$ cat config.mk
export PLATFORM = sky130hd
export DESIGN_NAME = uart_rx_frame
export DESIGN_NICKNAME = d
export VERILOG_FILES = /design/src/rtl/uart_rx_frame.sv
export SDC_FILE = /design/constraint.sdc
export NUM_CORES = 1
export LEC_CHECK = 0
export ABC_AREA = 1
export CORE_MARGIN = 10
export CORE_UTILIZATION = 40
export CTS_CLUSTER_DIAMETER = 100
export DETAILED_ROUTE_END_ITERATION = 7
export DONT_BUFFER_PORTS = 1
export HOLD_SLACK_MARGIN = 0.02
export PLACE_DENSITY = 0.57
export SYNTH_ARGS = -nofsm -noshare
export SYNTH_HDL_FRONTEND = slang
export SYNTH_SLANG_ARGS = --single-unit
$ cat constraint.sdc
create_clock -name clk -period 1.7 [get_ports clk]
set_input_delay 0.255 -clock clk [delete_from_list [all_inputs] [get_ports clk]]
set_output_delay 0.255 -clock clk [all_outputs]
set_load 0.05 [all_outputs]
$ cat src/rtl/uart_rx_frame.sv
`default_nettype none
// =============================================================================
// Module   : uart_rx_frame
// Purpose  : 8N1 UART frame receiver; mid-bit sampling of a pre-filtered line.
// Revision : 1.0
// =============================================================================
module uart_rx_frame #(
    parameter int CLKS_PER_BIT = 868
) (
    input  logic       clk,
    input  logic       rst,
    input  logic       rx,
    output logic [7:0] rx_data,
    output logic       rx_ready,
    output logic       frame_error,
    output logic       rx_busy
);

    localparam int HALF  = CLKS_PER_BIT / 2;
    localparam int CNT_W = $clog2(CLKS_PER_BIT);

    localparam logic [CNT_W-1:0] c_CNT_LAST  = CNT_W'(CLKS_PER_BIT - 1);
    localparam logic [CNT_W-1:0] c_HALF_LAST = CNT_W'(HALF - 1);
    localparam logic [CNT_W-1:0] c_CNT_ONE   = CNT_W'(1);
    localparam logic [CNT_W-1:0] c_CNT_ZERO  = '0;

    localparam logic [2:0] c_IDLE  = 3'd0;
    localparam logic [2:0] c_START = 3'd1;
    localparam logic [2:0] c_DATA  = 3'd2;
    localparam logic [2:0] c_STOP  = 3'd3;
    localparam logic [2:0] c_BREAK = 3'd4;

    logic [2:0]       state_q, state_d;
    logic [CNT_W-1:0] cnt_q,   cnt_d;
    logic [2:0]       idx_q,   idx_d;
    logic [7:0]       shift_q, shift_d;
    logic [7:0]       data_q,  data_d;
    logic             ready_q, ready_d;
    logic             ferr_q,  ferr_d;
    logic             busy_q;

    always_comb begin
        state_d = state_q;
        cnt_d   = cnt_q;
        idx_d   = idx_q;
        shift_d = shift_q;
        data_d  = data_q;
        ready_d = 1'b0;
        ferr_d  = 1'b0;
        case (state_q)
            c_IDLE: begin
                cnt_d = c_CNT_ZERO;
                if (!rx) begin
                    state_d = c_START;
                end
            end
            c_START: begin
                if (cnt_q == c_HALF_LAST) begin
                    cnt_d   = c_CNT_ZERO;
                    idx_d   = 3'd0;
                    state_d = rx ? c_IDLE : c_DATA;
                end else begin
                    cnt_d = cnt_q + c_CNT_ONE;
                end
            end
            c_DATA: begin
                if (cnt_q == c_CNT_LAST) begin
                    cnt_d   = c_CNT_ZERO;
                    shift_d = {rx, shift_q[7:1]};
                    idx_d   = idx_q + 3'd1;
                    if (idx_q == 3'd7) begin
                        state_d = c_STOP;
                    end
                end else begin
                    cnt_d = cnt_q + c_CNT_ONE;
                end
            end
            c_STOP: begin
                // Leaving mid-stop-bit lets a back-to-back start bit be seen promptly.
                if (cnt_q == c_CNT_LAST) begin
                    cnt_d = c_CNT_ZERO;
                    if (rx) begin
                        data_d  = shift_q;
                        ready_d = 1'b1;
                        state_d = c_IDLE;
                    end else begin
                        ferr_d  = 1'b1;
                        state_d = c_BREAK;
                    end
                end else begin
                    cnt_d = cnt_q + c_CNT_ONE;
                end
            end
            c_BREAK: begin
                cnt_d = c_CNT_ZERO;
                if (rx) begin
                    state_d = c_IDLE;
                end
            end
            default: begin
                state_d = c_IDLE;
                cnt_d   = c_CNT_ZERO;
            end
        endcase
    end

    always_ff @(posedge clk) begin
        if (rst) begin
            state_q <= c_IDLE;
            cnt_q   <= c_CNT_ZERO;
            idx_q   <= 3'd0;
            shift_q <= 8'h00;
            data_q  <= 8'h00;
            ready_q <= 1'b0;
            ferr_q  <= 1'b0;
            busy_q  <= 1'b0;
        end else begin
            state_q <= state_d;
            cnt_q   <= cnt_d;
            idx_q   <= idx_d;
            shift_q <= shift_d;
            data_q  <= data_d;
            ready_q <= ready_d;
            ferr_q  <= ferr_d;
            busy_q  <= (state_d != c_IDLE);
        end
    end

    assign rx_data     = data_q;
    assign rx_ready    = ready_q;
    assign frame_error = ferr_q;
    assign rx_busy     = busy_q;

endmodule
`default_nettype wire

==> run metrics <==
outcome=completed; Slew headroom=65.5%; most used cell, CP=nand2_1; max-slew violation count=0; initial antenna violation count=0; synth top area cells=dfxtp_1, inv_1, a21oi_1; Die Footprint=about 0.007 mm2; crit-path cells=ha_1 > inv_1 > nor2_4 > nand3_4 > nand2_4 > nand2_1 > nand2_1 > a21oi_1; worst vdd ir=~0.00038 V; port bufs=0; area leader, netlist=dfxtp_1; CP arrival=roughly 1.7 ns; period utilisation layout=89.9%; Initial DRC Count=54; area grow syn2layout=11.6%; # H-tree levels=2; Sink Count=35; crit path time final=1.53 ns; Power Dens Cells=~920 mW/mm2; Clock Root Buffer=clkbuf_8; GRT overflow=0; clk_skew=0.00953 ns; r2r setup slk=between 0.15 and 0.2 ns; RSZ-0062 raised after global routing=no; DRC=0; total core area=0.00394 mm2; n_diodes=0; Worst EP required=approximately 1.9 ns; Max Buffers Root-to-Sink=2; Syn Nets=208; Worst-path clk slew=around 0.070 ns; Routed WL=about 3000 um; vias in the first global route=~1200; IO Pins=14; post-synth top area share=between 40% and 50%; FILL cells=about 400; WP depth=8; post-CTS setup buffer count=0; most frequent cells in the layout=dfxtp_1, inv_1, a21oi_1, nand2_1, nor2_1; synthesized area per cell=8.02 um2; RePlAce Congestion=0.750; Setup crit start kind=register; Starting Density=40.9%; Final Hold Fails=0; wire length per cell=around 12 um; hold endpoint=rx_ready; cells on worst reg2reg path=8; first-pass GRT wire length=approximately 5500 um; Die Y=83.5 um; post-synthesis register bit count=35; CP Buf/Inv Count=1; most common cell after layout, fill and taps aside=dfxtp_1; synthesized area=0.00161 mm2; Seq/Total Area, Yosys=a little over two fifths; Synth Warn #=0; Routed Antenna Nets=0; # rows=23; leakage=around 0.65 nW; crit-path max FO=17; total negative setup slack=0 ns; RR Endpoint=idx_q[1]; Least-Margin Pin Slew=0.517 ns; crit-path leading delay family=simple AND/OR/NAND/NOR gates; Crit path largest cell delay=roughly 0.4 ns; final hold slack=roughly 0.046 ns; Die W=about 83 um; layout cells sized above 1=approximately 15%; largest net degree at the start of global routing=18; fmax=between 600 and 700 MHz; dpl hpwl=approximately 2200 um; max-capacitance violation count=0; WHS Path Cells=1; Setup Viol. Count Final=0; Crit. End Element=register; Post-Synthesis Cells=approximately 200; CP max-delay cell=dfxtp_1; Vias/cell=about 4.7; area occupied by multi-input gates=approximately 750 um2; Hold Startpoint=rst; post-synthesis cell type count=27; register area=roughly 700 um2; TritonCTS buffer count=5; Net count, final=~220; CTS tree=yes; Crit Path Class=register to register; DRT Pass-1 Iters=4; vias=between 1000 and 1500; reg2reg start=cnt_q[1]; GRT Total Usage=a little under a tenth; clock insertion delay at the later pin of the skew report=between 0.2 and 0.3 ns; Hold Crit Class=input port to register
cell usage after synthesis:
cell      instances
nand3b_1          1
nand2_4           2
nand4_4           2
nand3_1          14
xor2_1            5
nor2_2            2
a21oi_2           1
nor2_1           18
inv_1            34
nand2_1          21
ha_1              4
o21ai_2           4
nor2_4            2
or2_0             1
o21ai_0          12
a21oi_1          21
nand3_4           1
nand3_2           1
inv_2             2
clkbuf_1          2
nor3_1            4
nand4_1           6
nand2_2           2
or2_2             1
buf_6             2
dfxtp_1          35
xnor2_1           1
cell type report:
cell class / count / area share, %
Multi-Input combinational cell: 126 / 41.4
Sequential cell: 35 / 38.9
Inverter: 36 / 7.51
Clock buffer: 5 / 3.82
Tap cell: 50 / 3.48
Clock inverter: 3 / 2.43
Timing Repair Buffer: 5 / 2.36
kinds of logic (layout without fill, tap and decap cells):
family	count (synthesis)	after routing	share of synthesized area, %
and+or+nand+nor	78	78	26.9
buffers and inverters	40	49	10.2
AOI/OAI and AO/OA	38	38	13.0
DFF	35	35	43.5
xor gates and xnor gates	6	6	3.26
adders and majority gates	4	4	3.11
worst max path at each step:
stage,start,to,slack (ns)
after floorplan,cnt_q[0],shift_q[2],0.25
after global placement,cnt_q[1],rx_data[2],0.21
after detailed placement,cnt_q[1],rx_data[1],0.17
after CTS,cnt_q[1],rx_data[1],0.14
after global routing,cnt_q[1],rx_data[0],0.005
final,cnt_q[1],idx_q[1],0.17
power by group:
part | leakage (nW) | switching [mW] | total (mW) | internal (mW)
logic | 0.305 | 0.0419 | 0.0662 | 0.0243
registers | 0.283 | 0.0119 | 0.838 | 0.826
clock network | 0.0581 | 0.312 | 0.748 | 0.436
sequential cells by signal (all words and copies together) (netlist names):
name         flops
idx_q            3
rx_ready         1
shift_q          8
frame_error      1
cnt_q           10
state_q          3
rx_busy          1
rx_data          8
routing by layer:
layer	vias to the layer above	track usage (%)	wire length, um
li1	663	-	-
met1	525	11.1	1420
met2	23	14.3	1350
met3	7	3.91	177
met4	0	4.11	57
met5	-	0	0
worst register-to-register path, cell delays in order, from the launching register on:
cell and delay, ns:
dfxtp_1 0.40, ha_1 0.19, inv_1 0.07, nor2_4 0.21
nand3_4 0.23, nand2_4 0.15, nand2_1 0.07, nand2_1 0.06
a21oi_1 0.05
metrics by stage:
step           cells  utilization (%)  power, mW  area, um2  worst slack (ns)
4_1_cts          259             45.4       1.68       1790             0.145
6_report         260             45.6       1.65       1800             0.172
2_1_floorplan    201                -      0.906       1610             0.252
5_1_grt          260             45.6       1.73       1800           0.00498
3_3_place_gp     250             42.3      0.919       1670             0.214
3_5_place_dp     250             42.3      0.920       1670             0.167
repair_timing:
action	CTS	global route
setup endpoints to repair	0	3
hold buffers	1	1
resized for setup	0	3
hold endpoints to repair	1	1
Note: power is estimated with default switching activity, not from simulation.
